### src/rtl/ring_monitor.sv
// Checks a 4-bit one-hot ring counter for legal steps, locks onto it and counts wraps.
// All outputs are registered one cycle after the sample; there is no backpressure and every cycle is sampled.
module ring_monitor #(
  parameter int REV_W = 8
) (
  input  logic             clock,
  input  logic             reset,
  input  logic [3:0]       ring_in,
  input  logic             mode,
  input  logic             clear,
  output logic [1:0]       position,
  output logic             valid,
  output logic             locked,
  output logic             step_err,
  output logic             err_sticky,
  output logic             rev_pulse,
  output logic [REV_W-1:0] rev_count
);

  typedef enum logic [1:0] {UNLOCKED, LOCKED, FAULT} state_t;

  state_t     state;
  logic [3:0] prev_ring;
  logic       prev_mode;

  logic [3:0] succ;
  logic [1:0] hot_idx;
  logic       cur_hot;
  logic       prev_hot;
  logic       same_mode;
  logic       is_hold;
  logic       is_succ;
  logic       step_ok;
  logic       is_wrap;
  logic       lock_evt;
  logic       wrap_evt;

  always_comb begin
    succ      = mode ? {prev_ring[0], prev_ring[3:1]} : {prev_ring[2:0], prev_ring[3]};
    cur_hot   = $onehot(ring_in);
    prev_hot  = $onehot(prev_ring);
    same_mode = (mode == prev_mode);
    is_hold   = (ring_in == prev_ring);
    is_succ   = (ring_in == succ);
    step_ok   = cur_hot && (is_hold || is_succ);
    is_wrap   = mode ? (prev_ring == 4'b0001 && ring_in == 4'b1000)
                     : (prev_ring == 4'b1000 && ring_in == 4'b0001);
    lock_evt  = cur_hot && prev_hot && is_succ && same_mode;
    // The step that acquires lock counts as a revolution when it is itself the wrap.
    wrap_evt  = !clear && is_wrap &&
                ((state == UNLOCKED && lock_evt) || (state == LOCKED && same_mode));
  end

  always_comb begin
    hot_idx = 2'd0;
    case (ring_in)
      4'b0010: hot_idx = 2'd1;
      4'b0100: hot_idx = 2'd2;
      4'b1000: hot_idx = 2'd3;
      default: hot_idx = 2'd0;
    endcase
  end

  always_ff @(posedge clock or negedge reset) begin
    if (!reset) begin
      state      <= UNLOCKED;
      prev_ring  <= 4'b0000;
      prev_mode  <= 1'b0;
      position   <= 2'd0;
      valid      <= 1'b0;
      locked     <= 1'b0;
      step_err   <= 1'b0;
      err_sticky <= 1'b0;
      rev_pulse  <= 1'b0;
      rev_count  <= '0;
    end else begin
      prev_ring <= ring_in;
      prev_mode <= mode;
      valid     <= cur_hot;
      if (cur_hot) position <= hot_idx;
      step_err  <= 1'b0;
      rev_pulse <= wrap_evt;
      if (wrap_evt && !(&rev_count))
        rev_count <= rev_count + {{(REV_W-1){1'b0}}, 1'b1};

      if (clear) begin
        state      <= UNLOCKED;
        locked     <= 1'b0;
        err_sticky <= 1'b0;
        rev_count  <= '0;
      end else begin
        case (state)
          UNLOCKED: begin
            if (lock_evt) begin
              state  <= LOCKED;
              locked <= 1'b1;
            end
          end
          LOCKED: begin
            // A direction change is a reconfiguration, not a fault.
            if (!same_mode) begin
              state  <= UNLOCKED;
              locked <= 1'b0;
            end else if (!step_ok) begin
              state      <= FAULT;
              locked     <= 1'b0;
              step_err   <= 1'b1;
              err_sticky <= 1'b1;
            end
          end
          FAULT: begin
            locked <= 1'b0;
          end
          default: begin
            state  <= UNLOCKED;
            locked <= 1'b0;
          end
        endcase
      end
    end
  end

endmodule

### config.mk
export PLATFORM = sky130hd
export DESIGN_NAME = ring_monitor
export DESIGN_NICKNAME = d
export VERILOG_FILES = /design/src/rtl/ring_monitor.sv
export SDC_FILE = /design/constraint.sdc
export NUM_CORES = 1
export LEC_CHECK = 0
export ABC_AREA = 1
export CAP_MARGIN = 20
export CORE_MARGIN = 2
export CORE_UTILIZATION = 38
export DETAILED_ROUTE_END_ITERATION = 16
export PLACE_DENSITY_LB_ADDON = 0.12
export SYNTH_ARGS = -nofsm -noshare
export SYNTH_HDL_FRONTEND = slang
export SYNTH_SLANG_ARGS = --single-unit
export TNS_END_PERCENT = 20
### constraint.sdc
create_clock -name clock -period 2.3 [get_ports clock]
set_input_delay 0.46 -clock clock [delete_from_list [all_inputs] [get_ports clock]]
set_output_delay 0.46 -clock clock [all_outputs]
set_load 0.05 [all_outputs]
* After elaboration in Yosys (flattened, before gate mapping)
Cells that the tools add are included.
Word-level totals: bits in registers 22, input port bits 8, output and inout bits 15, logic and storage cells 80
Operators by class: add/subtract/negate cells 7, eq/ne operators 17, multiplexer cells 23, reduce and logical (&&, ||, !) cells 23
Operator list (number):
- $mux W8 | 2
- $mux W1 | 13
- $pmux W2 S3 | 2
- $logic_and A1 B1 Y1 | 11
- $add A1 B1 Y2 | 4
- $add A8 B1 Y8 const B | 1
- $eq A4 B1 Y1 const B | 2
- $eq A4 B4 Y1 | 2
- $eq A4 B4 Y1 const B | 2
- $mux W2 | 4
- $reduce_and A8 Y1 | 1
- $add A2 B2 Y3 | 2
- $eq A3 B1 Y1 const B | 2
- $reduce_and A3 Y1 | 2
- $reduce_bool A2 Y1 | 3
- $eq A4 B2 Y1 const B | 1
- $eq A4 B3 Y1 const B | 1
- $mux W4 | 1
- $ne A2 B2 Y1 const B | 2
- $ne A4 B4 Y1 const B | 1
- $ne A3 B3 Y1 const B | 1
- $eq A2 B1 Y1 const B | 1
- $eq A2 B2 Y1 const B | 1
- $logic_not A1 Y1 | 2
- other kinds (5) | 6

* Longest topological paths before layout
Gate-level depths: netlist of run 1.
depth after elaboration 12, mapped depth 14

* Worst setup path before layout of run 1
Ideal clock, no wire load.
kind input -> register, from in ring_in[0], to reg rev_count[6], library setup time 66 ps, arrival 2353 ps, data required time 2234 ps, slack -119 ps, cell stages on the path 14, path buffers 0, cell sequence inv_1 -> fa_1 -> inv_1 -> ha_1 -> ha_1 -> nor2_1 -> nand2_1 -> nor3_2 -> nand3_2 -> nand2_2 -> nand3_4 -> nand2_4 -> nand2_1 -> nand2_1
On the way: cells in the longest elaborated chain, start to end 11, elaborated cells on any way between the ends 18, classes of those cells 2 x add/sub; 4 x eq/ne; 1 x mux; 11 x reduce/logical
Ends and longest elaborated chain:
- start: declaration | RTL line 8 | input logic [3:0] ring_in,
- $add A1 B1 Y2 (implied by the code) | RTL line 40 | cur_hot = $onehot(ring_in);
- $add A2 B2 Y3 (implied by the code) | RTL line 40
- $eq A3 B1 Y1 | RTL line 40
- $logic_and A1 B1 Y1 (3 in a row) | RTL line 48 | lock_evt = cur_hot && prev_hot && is_succ && same_mode;
- $logic_and A1 B1 Y1 | RTL line 51 | ((state == UNLOCKED && lock_evt) || (state == LOCKED && same_mode));
- $logic_or A1 B1 Y1 | RTL line 51
- $logic_and A1 B1 Y1 (*) | RTL line 50 | wrap_evt = !clear && is_wrap &&
- $logic_and A1 B1 Y1 (*) | RTL line 83 | if (wrap_evt && !(&rev_count))
- $reduce_bool A2 Y1 (no line) (*)
- end signal: assignment | RTL line 84 | rev_count <= rev_count + {{(REV_W-1){1'b0}}, 1'b1};
- end: declaration | RTL line 17 | output logic [REV_W-1:0] rev_count
Every way passes the cells marked *; elsewhere a longest branch is shown, timed or not. A chain may end at the register's enable or synchronous reset.

* Worst setup path in the final report of run 1
from reg prev_ring[3], to reg rev_count[2]
On the way: cells in the longest elaborated chain, start to end 11, elaborated cells on any way between the ends 19, classes of those cells 2 x add/sub; 4 x eq/ne; 2 x mux; 11 x reduce/logical
Ends and longest elaborated chain:
- start: declaration | RTL line 23 | logic [3:0] prev_ring;
- start signal: assignment | RTL line 77 | prev_ring <= ring_in;
- $add A1 B1 Y2 (implied by the code) | RTL line 41 | prev_hot = $onehot(prev_ring);
- $add A2 B2 Y3 (implied by the code) | RTL line 41
- $eq A3 B1 Y1 | RTL line 41
- $logic_and A1 B1 Y1 (3 in a row) | RTL line 48
- $logic_and A1 B1 Y1 | RTL line 51
- $logic_or A1 B1 Y1 | RTL line 51
- $logic_and A1 B1 Y1 (*) | RTL line 50
- $logic_and A1 B1 Y1 (*) | RTL line 83
- $reduce_bool A2 Y1 (no line) (*)
Marked as above.

==> flow_summary.yaml, run 1 <==
yosys:
  synth.net_count: 203
  yosysUniqueCellTypes: 29
  ys_seq_area_share_pct: 38.1
  netlist_instances: 183
  postSynthAreaPerCell_um2: 7.90
  ys_seq_elements: 22
  synth_warnings: 0
  syn_area_um2: 1450
layout:
  mostFrequentLayoutCell: "nand2_1"
  drive_above_1_share_pct: 30.6
  ff_latch_area_um2: 551
  final_cell_mix: "nand2_1 (42), buf_4 (26), dfrtp_1 (22), nand3_1 (20), clkdlybuf4s50_1 (19)"
  utilization_pct: 57.5
  fin_area_um2: 2100
  area.growth.synth_to_final_pct: 45.5
  nFillCells: 326
  nNetsFinal: 256
  diodes: 0
  multi_input_area_um2: 888
die:
  die_w_um: 65.7
  dieArea_um2: 4320
  start_util_pct: 39.5
  core.rowCount: 22
  die_h_um: 65.7
  core-area_um2: 3660
  io_pins: 23
timing:
  finalWorstSetupSlack_ns: -0.0477
  rsz0062_at_grt: "yes"
  hold_violations: 0
  clock.fmax_mhz: 426
  slew_headroom_pct: 66.3
  worstMarginPinSlew_ns: 0.505
  finalSetupViolCount: 7
  min_period_over_period_pct: 102
  finClkSkew_ns: 0.00257
  period_needed_ns: 2.35
  drv_slew: 0
min_path:
  hp-class: "primary input to register"
status:
  violations: "negative setup slack"
  status: "complete, but fails checks"
route:
  route.detailed.drc: 0
  ant_nets: 0
  wl_met1_mm: 1.43
  num_vias: 1336
  post_drt_wl_per_cell_um: 11.7
  drt_iter0_markers: 80
  firstDrtPassIters: 4
  wirelength_mm: 3.31
  wl_met2_mm: 1.73
  dr_wl_met3_um: 85
  highest_layer: "met4"
  vias_per_cell: 4.72
grt:
  grt_max_degree: 23
  antenna_found_initial: 0
  grt_pass1_wl_mm: 5.71
  grt_pass1_vias: 1295
  grtUsageTotal_pct: 17.3
  overflow: 0
clock_network:
  clkTransAtPathRegs_ns: 0.08
  clkSinkCount: 22
  cts_hold_buf: 0
  clkLatencyLatePin_ns: 0.26
  cts_htree_levels: 1
  cts_root_buf: "clkbuf_8"
  cts_tree: "yes"
  cts_made_buffers: 3
  clock_path_buffers: 2
power:
  ir_drop_v: 0.000414
  total_leakage_power_nw: 1.03
  p_per_area_nw_per_um2: 586
critical_path:
  worstSetupStartpointType: "register"
  critical_path_class: "register to register"
  cp-end-kind: "register"
  critPathArrivalTime_ns: 2.55
  worstPathRequired_ns: 2.51
  path_max_fanout: 7
place:
  dp_hpwl_mm: 2.58
  gp_congestion: 0.831
  numPortBuffers: 22
  dpl-instance-area_um2: 1900
run:
  maxCapViolCount: 0
==> where the power goes <==
part	internal, mW	switching, mW
registers	0.423	0.0235
logic	0.174	0.249
clock network	0.233	0.131
total	0.830	0.404
==> sequential cells by signal (all words and copies together), names as in the netlist <==
register / cells
valid: 1
prev_ring: 4
step_err: 1
prev_mode: 1
position: 2
rev_count: 8
state: 2
rev_pulse: 1
err_sticky: 1
locked: 1
==> layer usage <==
metal / vias to the layer above / track usage [%]
met1: 627 / 20.3
met4: 0 / 8.07
met2: 24 / 31.4
met3: 7 / 1.54
met5: - / 0
li1: 678 / -
==> worst paths after layout <==
check / startpoint / end / slack (ns) / depth (start not counted)
setup / recovery: prev_ring[3] / rev_count[2] / -0.05 / 14
min in group asynchronous: reset / rev_count[5] / 0.55 / 2
hold / removal: ring_in[0] / prev_ring[0] / 0.44 / 2
hold reg to reg: locked / locked / 0.49 / 2
max in group asynchronous: reset / position[1] / 1.52 / 2
setup reg to reg: prev_ring[3] / rev_count[2] / -0.05 / 14
==> cell usage after synthesis (all sizes together) <==
| cell | n | area (µm²) |
|---|---|---|
| a21boi | 1 | 7.51 |
| a21oi | 2 | 13.8 |
| and3 | 1 | 6.26 |
| buf | 2 | 15.0 |
| clkbuf | 1 | 3.75 |
| dfrtp | 22 | 551 |
| fa | 2 | 40.0 |
| ha | 10 | 125 |
| inv | 24 | 92.6 |
| nand2 | 57 | 234 |
| nand3 | 24 | 138 |
| nand4 | 3 | 18.8 |
| nor2 | 16 | 62.6 |
| nor3 | 4 | 25.0 |
| nor4 | 1 | 6.26 |
| o21a | 2 | 15.0 |
| o21ai | 1 | 5.00 |
| xnor2 | 7 | 61.3 |
| xor2 | 3 | 26.3 |
==> logic make-up after synthesis <==
logic type	synth area share [%]
adder cells (fa/ha/maj)	11.4
AO/OA/AOI/OAI	2.85
XOR/XNOR	6.06
AND/OR/NAND/NOR	33.9
flip-flops	38.1
buffers and inverters	7.70
==> final cells by class <==
type                            count  share of cell area (%)
Inverter                           24                    4.99
Tap cell                           48                    2.85
Multi-Input combinational cell    135                    42.2
Sequential cell                    22                    26.2
Clock inverter                      1                    1.43
Timing Repair Buffer               50                    20.4
Clock buffer                        3                    1.96
==> what timing repair did <==
action | 4_1_cts | 5_1_grt
endpoints found under the setup margin | 17 | 16
gates cloned | 1 | 0
gates resized for setup | 15 | 25
buffers inserted | 2 | 3
pin swaps | 12 | 13
==> critical path, cell delays in order (launching register included) <==
cell,delay (ns)
dfrtp_1,0.37
inv_2,0.05
fa_1,0.54
inv_2,0.05
ha_4,0.16
ha_4,0.22
nor2_4,0.07
nand2_2,0.07
nor3_4,0.18
nand3_2,0.10
nand2_2,0.11
nand3_4,0.11
nand2_4,0.14
nand2_1,0.06
nand2_1,0.06
==> metrics by stage <==
step                      hold slack, ns  power [mW]  cells  setup TNS, ns  worst slack, ns
after floorplan                    0.164       0.677    183         -0.756          -0.0982
after global placement             0.455       0.820    273         -12.36           -0.869
after detailed placement           0.481       0.828    273         -13.21           -0.926
after CTS                          0.501        1.20    280          -1.11           -0.141
after global routing               0.446        1.31    283          -1.61           -0.183
final                              0.443        1.23    283         -0.254          -0.0477
Power figures use the tool's default switching activity.
==> run 2: changes to the inputs <==
--- a/config.mk
+++ b/config.mk
@@ -9,6 +9,7 @@
 export CAP_MARGIN = 20
 export CORE_MARGIN = 2
 export CORE_UTILIZATION = 38
+export CTS_CLUSTER_SIZE = 40
 export DETAILED_ROUTE_END_ITERATION = 16
 export PLACE_DENSITY_LB_ADDON = 0.12
 export SYNTH_ARGS = -nofsm -noshare
==> constraint.sdc (replaced) <==
create_clock -name clock -period 2.6 [get_ports clock]
set_input_delay 0.52 -clock clock [delete_from_list [all_inputs] [get_ports clock]]
set_output_delay 0.52 -clock clock [all_outputs]
set_load 0.05 [all_outputs]
==> flow_summary.yaml, run 2 (synthesis results as in run 1) <==
route:
  route.detailed.drc: 0
  vias_per_cell: 4.69
  wirelength_mm: 3.15
  num_vias: 1281
  drt_iter0_markers: 64
  firstDrtPassIters: 4
  post_drt_wl_per_cell_um: 11.5
  ant_nets: 0
layout:
  final_cell_mix: "nand2_1 (48), nand3_1 (22), dfrtp_1 (21), clkdlybuf4s50_1 (19), buf_4 (18)"
  nFillCells: 348
  mostFrequentLayoutCell: "nand2_1"
  diodes: 0
  largest_register_ffs: 8
  drive_above_1_share_pct: 22.7
  reg_top3: "rev_count (8), prev_ring (4)"
  nNetsFinal: 246
  top_register: "rev_count"
  area.growth.synth_to_final_pct: 33.8
clock_network:
  cts_tree: "yes"
  cts_root_buf: "clkbuf_8"
  clkTransAtPathRegs_ns: 0.08
  cts_hold_buf: 0
  cts_htree_levels: 1
  clock_path_buffers: 2
  clkLatencyLatePin_ns: 0.26
  cts_made_buffers: 3
  clkSinkCount: 22
critical_path:
  critical_path.cell_chain: "inv_2 -> fa_1 -> inv_1 -> ha_2 -> ha_4 -> nor2_2 -> nand2_1 -> nor3_2 -> nand3_2 -> nand2_2 -> nand3_4 -> nand2_4 -> nand2_2 -> nand2_1"
  cp-end-kind: "register"
  worstPathRequired_ns: 2.80
  critical_path_class: "register to register"
  path_max_fanout: 7
  slowest_delay_ns: 0.50
  worstSetupStartpointType: "register"
  crit_buf_inv: 2
  path_delay_family: "simple AND/OR/NAND/NOR gates"
  critPathArrivalTime_ns: 2.65
  cp_slowest_cell: "fa_1"
timing:
  min_period_over_period_pct: 94.0
  finalSetupTns_ns: 0
  drv_slew: 0
  finClkSkew_ns: 0.00213
  period_needed_ns: 2.44
  slew_headroom_pct: 66.3
  hold_violations: 0
  finalSetupViolCount: 0
  rsz0062_at_grt: "no"
  clock.fmax_mhz: 409
  worstMarginPinSlew_ns: 0.503
min_path:
  hp-class: "register to register"
die:
  dieArea_um2: 4320
  die_w_um: 65.7
  die_h_um: 65.7
  start_util_pct: 39.5
  core.rowCount: 22
  io_pins: 23
  core-area_um2: 3660
grt:
  grt_pass1_vias: 1296
  overflow: 0
  grt_max_degree: 23
  grt_pass1_wl_mm: 5.53
  antenna_found_initial: 0
  grtUsageTotal_pct: 16.4
place:
  numPortBuffers: 22
  gp_congestion: 0.819
  dp_hpwl_mm: 2.40
power:
  p_per_area_nw_per_um2: 541
  power.total_mw: 1.05
  ir_drop_v: 0.000327
  total_leakage_power_nw: 0.960
run:
  maxCapViolCount: 0
status:
  status: "completed"
[run 2: cell type report]
class | instances | area (µm²) | area share [%]
Multi-Input combinational cell | 135 | 820 | 42.3
Sequential cell | 22 | 552 | 28.5
Timing Repair Buffer | 40 | 340 | 17.6
Inverter | 24 | 92.6 | 4.78
Tap cell | 48 | 60.1 | 3.10
Clock buffer | 3 | 41.3 | 2.13
Clock inverter | 1 | 30.0 | 1.55
[run 2: layer usage]
layer	track usage, %	part of all wire, %	vias to the layer above
met1	20.0	45	583
li1	-	-	665
met3	2.74	3.7	8
met4	7.03	1.5	0
met2	28.4	50	25
met5	0	0	-
[run 2: what timing repair did]
item,in CTS,in global routing
endpoints found under the setup margin,13,11
gates resized for setup,5,16
pin swaps,6,12
buffers inserted,1,3
gates cloned,1,0
[run 2: power by group]
group | internal (mW) | total [mW] | switching [mW]
registers | 0.375 | 0.395 | 0.0204
clock network | 0.206 | 0.323 | 0.118
logic | 0.128 | 0.328 | 0.200
total | 0.708 | 1.05 | 0.338
[run 2: final timing paths]
kind,from,endpoint,slack (ns),cells past startpoint
max in group asynchronous,reset,prev_ring[3],1.76,2
setup reg to reg,prev_ring[3],rev_count[5],0.16,14
setup / recovery,prev_ring[3],rev_count[5],0.16,14
hold / removal,locked,locked,0.48,2
min in group asynchronous,reset,rev_count[6],0.60,2
hold reg to reg,locked,locked,0.48,2
[run 2: stage by stage]
step                      cells  setup slack (ns)  instance area, µm²  util (%)  hold slack, ns
after CTS                   270            0.0243                1900      51.8           0.481
after global routing        273           0.00671                1940      52.9           0.505
after global placement      264            -0.484                1810      49.5           0.454
final                       273             0.157                1940      52.9           0.475
after floorplan             183             0.121                1450         -           0.224
after detailed placement    264            -0.515                1810      49.5           0.460
[run 2: tightest hold or removal path, delay by kind of cell, from the launching register on]
family | cells | cell delay (ns)
DFF | 1 | 0.35
and+or+nand+nor | 2 | 0.10
==> run 3: changes to the inputs <==
--- a/config.mk
+++ b/config.mk
@@ -9,7 +9,8 @@
 export CAP_MARGIN = 20
 export CORE_MARGIN = 2
 export CORE_UTILIZATION = 38
-export CTS_CLUSTER_SIZE = 40
+export CTS_BUF_LIST = sky130_fd_sc_hd__clkbuf_4 sky130_fd_sc_hd__clkbuf_8
+export CTS_CLUSTER_SIZE = 20
 export DETAILED_ROUTE_END_ITERATION = 16
 export PLACE_DENSITY_LB_ADDON = 0.12
 export SYNTH_ARGS = -nofsm -noshare
==> results of run 3 <==
Same layout as run 2: the final DEF is identical, and so are final timing and power.
==> RTL edit 1 (config.mk and constraints of run 3) <==
The parameter `REV_W` goes from 8 to 6.
--- a/src/rtl/ring_monitor.sv
+++ b/src/rtl/ring_monitor.sv
@@ -2,5 +2,5 @@
 // All outputs are registered one cycle after the sample; there is no backpressure and every cycle is sampled.
 module ring_monitor #(
-  parameter int REV_W = 8
+  parameter int REV_W = 6
 ) (
   input  logic             clock,
Ports: changed (resized rev_count); port bits go from 23 to 21. No check against the original RTL was run, so the function may have changed too.
==> RTL edit 1 against run 3 <==
  * Sequential share of layout area grew 0.30 points
  * Area after synthesis shrank 9.0%
  * Combinational power shrank 4%
  * Sequential cell count shrank 2
  * Cell count shrank 13%
  * Wire length shrank 12%
  * Total power shrank 10%
  * Register-to-register slack gained 0.06 ns
  * Die area shrank 8.5%
  * Non-clock buffer count shrank 9
  * Final area shrank 10%
  * Utilization shrank 0.68 points
  * Worst setup slack gained 0.024 ns
  * Critical path type is now in2reg
==> RTL edit 1: results (changes against run 3) <==
[synth]
synth_cells=159  ; -13%
seq_area_frac_synth=0.3802  ; -0.0003947
synth_compound_area_frac=0.02471  ; -0.003832
yosys-top-cells-count=48 x nand2_1, 23 x nand3_1, 20 x dfrtp_1
yosys.area_share.xor_xnor=0.05323  ; -0.007322
synth_area_leaders=dfrtp_1 38%, nand2_1 14%, ha_1 9.5%

[global_route]
grt_pass1_vias=1153  ; -11%
grt_pass1_wl_microns=5064  ; -8.5%

[final_layout]
multi_input_area_share=0.4461  ; +0.02272
nNonClkBuffers=31  ; -23%
multi_input_area_sq_um=777.0  ; -5.2%
final-nonclk-buf-share=0.1602  ; -0.01562
drive_gt1_frac=0.2188  ; -0.007917
ff_latch_area_sq_um=501.7  ; -9.1%
final-clk-cell-share=0.03017  ; -0.006673
multi_input_gates=118  ; -13%
final_cells=238  ; -13%
layout.nets=213  ; -13%
inv_count=19  ; -21%

[cts]
cts_root_buf=clkbuf_4
clkTransAtPathRegs_ns=0.12  ; +0.04 ns

[place]
place_hpwl_microns=2218  ; -7.7%
place_ws_ns=-0.4660  ; +0.04895 ns

[timing]
fmax_ghz=0.4133  ; +0.99%
whs_ns=0.4994  ; +0.02424 ns
worst_pin_slew_ns=0.5002  ; -0.003001 ns

[setup_path]
cp-start-kind=primary input
reg2reg_to=rev_count[3]$_DFFE_PN0P_
crit_type=in2reg

[power]
p_leak_nw=0.8843  ; -7.9%

[drt]
drtIter0Drc=46  ; -28%

[floorplanning]
die_w_microns=62.86  ; -4.3%

[run_status]
status=finished clean

[RTL edit 1: cell types whose count changed after synthesis, moves of 2 or more]
cell,before,now
xnor2_1,7,5
nand2_1,51,48
inv_1,22,15
dfrtp_1,22,20
nand2_2,5,2
nor3_1,3,0
nor2_1,15,10
[RTL edit 1: logic make-up after synthesis]
| family | after synthesis |
|---|---|
| and+or+nand+nor | 94 |
| buffers and inverters | 21 |
| DFF | 20 |
| adders and majority gates | 12 |
| AOI/OAI and AO/OA | 4 |
| xor gates and xnor gates | 8 |
[RTL edit 1: metal layers]
| layer | share of wire | track usage | vias up |
|---|---|---|---|
| met4 | 0.012 | 0.05000 | 0 |
| met2 | 0.54 | 0.2944 | 19 |
| li1 | - | - | 570 |
| met3 | 0.029 | 0.02342 | 4 |
| met5 | 0 | 0 | - |
| met1 | 0.42 | 0.1927 | 514 |
[RTL edit 1: timing repair]
| item | in CTS | in global routing |
|---|---|---|
| pin swaps | 5 | 5 |
| endpoints found under the setup margin | 6 | 6 |
| setup buffers | 1 | 0 |
| hold buffers | 0 | 0 |
| resized for setup | 11 | 5 |
| hold endpoints to repair | 0 | 0 |
[RTL edit 1: power groups by stage]
| stage | combinational (W) | sequential [W] | clock [W] |
|---|---|---|---|
| 6_report | 0.000316 | 0.000364 | 0.000262 |
| 5_1_grt | 0.000346 | 0.000369 | 0.000286 |
| 4_1_cts | 0.000318 | 0.000364 | 0.000271 |
| 3_5_place_dp | 0.000313 | 0.000370 | 0 |
| 3_3_place_gp | 0.000307 | 0.000369 | 0 |
| 2_1_floorplan | 0.000110 | 0.000459 | 0 |
[RTL edit 1: critical path: cells and delay by family]
family | cells | cell delay, ns
buf+inv | 3 | 0.31
fa+ha+maj | 3 | 0.92
simple gates | 9 | 0.93
==> RTL edit 2 (settings of run 3) <==
Without the edit above. Add an input register stage for `ring_in`, `mode` and `clear`, without a reset; this delays them by one clock.
--- a/src/rtl/ring_monitor.sv
+++ b/src/rtl/ring_monitor.sv
@@ -20,4 +20,14 @@
   typedef enum logic [1:0] {UNLOCKED, LOCKED, FAULT} state_t;
 
+  logic [3:0] ring_q;
+  logic mode_q;
+  logic clear_q;
+
+  always_ff @(posedge clock) begin
+    ring_q  <= ring_in;
+    mode_q  <= mode;
+    clear_q <= clear;
+  end
+
   state_t     state;
   logic [3:0] prev_ring;
@@ -37,16 +47,16 @@
 
   always_comb begin
-    succ      = mode ? {prev_ring[0], prev_ring[3:1]} : {prev_ring[2:0], prev_ring[3]};
-    cur_hot   = $onehot(ring_in);
+    succ      = mode_q ? {prev_ring[0], prev_ring[3:1]} : {prev_ring[2:0], prev_ring[3]};
+    cur_hot   = $onehot(ring_q);
     prev_hot  = $onehot(prev_ring);
-    same_mode = (mode == prev_mode);
-    is_hold   = (ring_in == prev_ring);
-    is_succ   = (ring_in == succ);
+    same_mode = (mode_q == prev_mode);
+    is_hold   = (ring_q == prev_ring);
+    is_succ   = (ring_q == succ);
     step_ok   = cur_hot && (is_hold || is_succ);
-    is_wrap   = mode ? (prev_ring == 4'b0001 && ring_in == 4'b1000)
-                     : (prev_ring == 4'b1000 && ring_in == 4'b0001);
+    is_wrap   = mode_q ? (prev_ring == 4'b0001 && ring_q == 4'b1000)
+                     : (prev_ring == 4'b1000 && ring_q == 4'b0001);
     lock_evt  = cur_hot && prev_hot && is_succ && same_mode;
     // The step that acquires lock counts as a revolution when it is itself the wrap.
-    wrap_evt  = !clear && is_wrap &&
+    wrap_evt  = !clear_q && is_wrap &&
                 ((state == UNLOCKED && lock_evt) || (state == LOCKED && same_mode));
   end
@@ -54,5 +64,5 @@
   always_comb begin
     hot_idx = 2'd0;
-    case (ring_in)
+    case (ring_q)
       4'b0010: hot_idx = 2'd1;
       4'b0100: hot_idx = 2'd2;
@@ -75,6 +85,6 @@
       rev_count  <= '0;
     end else begin
-      prev_ring <= ring_in;
-      prev_mode <= mode;
+      prev_ring <= ring_q;
+      prev_mode <= mode_q;
       valid     <= cur_hot;
       if (cur_hot) position <= hot_idx;
@@ -84,5 +94,5 @@
         rev_count <= rev_count + {{(REV_W-1){1'b0}}, 1'b1};
 
-      if (clear) begin
+      if (clear_q) begin
         state      <= UNLOCKED;
         locked     <= 1'b0;
Check against the original RTL: not equivalent (Yosys sat finds a counterexample within 4 cycles, from zero or initial values and one cycle with reset low).
==> RTL edit 2 against run 3 <==
  * Area after synthesis rose by 8.6%
  * Wire length increased by 3.6%
  * Final area increased by 3.4%
  * Total power is 2.0% higher
  * Worst setup slack gained 0.021 ns
  * Utilization shrank 2.8 points
  * Sequential cell count rose by 6
  * Largest cell class unchanged
  * Largest power group unchanged
==> RTL edit 2: results (changes against run 3) <==
[cts]
clk_latency_ns=0.26  ; about the same
clkTransAtPathRegs_ns=0.09

[setup_path]
crit_path_max_fanout=7  ; unchanged
worstPathArrival_ns=2.63  ; -0.02 ns
crit_path_max_incr_delay_ns=0.48  ; -0.02 ns
regToRegStartpoint=prev_ring[3]$_DFF_PN0_

[synth]
synth.avg_cell_area_sq_um=8.178  ; +3.5%
async_reset_ff_frac=0.7857  ; -0.2143
seq_area_frac_synth=0.4271  ; +0.04647
ys.flop_type=dfrtp_1
yosys-top-cells-count=58 x nand2_1, 24 x inv_1, 22 x dfrtp_1
synth_area_leaders=dfrtp_1 35%, nand2_1 14%, ha_1 8.0%
syn_nets=212  ; +4.4%

[place]
dp.cells=268  ; +1.5%
place_congestion=0.8283  ; +1.2%
place_hpwl_microns=2454  ; +2.1%

[global_route]
antenna_found_initial=0  ; unchanged
grt_max_degree=23  ; unchanged
grt_pass1_vias=1246  ; -3.9%
grt_usage=0.1542  ; -0.01000
grt_pass1_wl_microns=5499  ; -0.61%

[final_layout]
layout.nets=249  ; +1.2%
final_cells=278  ; +1.8%
largestRegisters=rev_count x8, prev_ring x4, ring_q x4
fill_cells=380  ; +9.2%
drive_gt1_frac=0.1447  ; -0.08193

[drt]
routed_wl_microns=3260  ; +3.6%
drtIter0Drc=76  ; +19%
avgViaCountPerCell=4.694  ; about the same
dr.pass1.iters=4  ; unchanged

[run_status]
status=finished clean

[power]
p_leak_nw=1.000  ; +4.2%
switching_share=0.3260  ; +0.002588
ir_worst_vdd_uv=361.3  ; +10%

[timing]
worst_pin_slew_ns=0.5020  ; -0.001248 ns
skew_ns=0.002688  ; +0.0005573 ns

[hold_path]
min_path_type=reg2reg

[RTL edit 2: cell count changes in the layout (fill, tap and decap cells not counted), sizes merged, moves of 2 or more]
cell           delta
clkdlybuf4s50     +3
xnor2             -3
clkbuf            -2
dfxtp             +6
nand2             +4
buf               -6
[RTL edit 2: final timing paths]
path,to,slack (ns),depth (start not counted)
setup / recovery,rev_count[7]$_DFFE_PN0P_,0.18,14
hold / removal,locked$_DFFE_PN0P_,0.48,2
setup reg to reg,rev_count[7]$_DFFE_PN0P_,0.18,14
hold reg to reg,locked$_DFFE_PN0P_,0.48,2
max in group asynchronous,prev_mode$_DFF_PN0_,1.78,2
min in group asynchronous,prev_ring[1]$_DFF_PN0_,0.59,2
[RTL edit 2: cell families after synthesis]
logic type,synth area share
flops,0.4271
compound gates,0.03745
xor+xnor,0.03904
buf+inv,0.07569
simple gates,0.3155
fa+ha+maj,0.1052
[RTL edit 2: layer usage]
layer  routed length [microns]  track usage  vias to the layer above  share of wire
met5                         0            0                        -              0
met4                        21      0.03500                        0         0.0064
met3                        80      0.02632                        2          0.025
met2                      1650       0.2755                       18           0.51
met1                      1508       0.1932                      606           0.46
li1                          -            -                      679              -
[RTL edit 2: timing repair]
action | 4_1_cts | 5_1_grt
buffers inserted | 0 | 5
endpoints found under the hold margin | 0 | 0
resized for setup | 0 | 8
setup endpoints to repair | 0 | 8
hold buffers | 0 | 0
[RTL edit 2: final cells by class]
cell class	count	area, sq um	share of cell area
inverters	25	98.84	0.04938
well taps	50	62.56	0.03125
clock buffers	4	55.05	0.02750
repair buffers	34	310.3	0.1550
multi-input cells	137	802.0	0.4006
flip-flops and latches	28	673.1	0.3363
[RTL edit 2: worst register-to-register path: cells and delay by family (launching register included)]
family / cells / cell delay [ns]
buffers and inverters: 2 / 0.11
adder cells (fa/ha/maj): 3 / 0.91
AND/OR/NAND/NOR: 9 / 0.92
flip-flops: 1 / 0.42
[RTL edit 2: power groups by stage]
stage                     Sequential, W  Combinational [W]  Clock (W)
final                          0.000501           0.000304   0.000262
after global routing           0.000506           0.000335   0.000299
after CTS                      0.000502           0.000294   0.000274
after detailed placement       0.000511           0.000293          0
after global placement         0.000509           0.000291          0
after floorplan                0.000595           0.000106          0
[RTL edit 2: stage by stage]
step / setup WS (ns) / util / instance area (sq um)
5_1_grt: 0.01409 / 0.5005 / 2002
3_5_place_dp: 0.08794 / 0.4714 / 1886
2_1_floorplan: 0.2244 / - / 1570
3_3_place_gp: 0.1043 / 0.4714 / 1886
4_1_cts: 0.05923 / 0.4851 / 1941
6_report: 0.1775 / 0.5005 / 2002
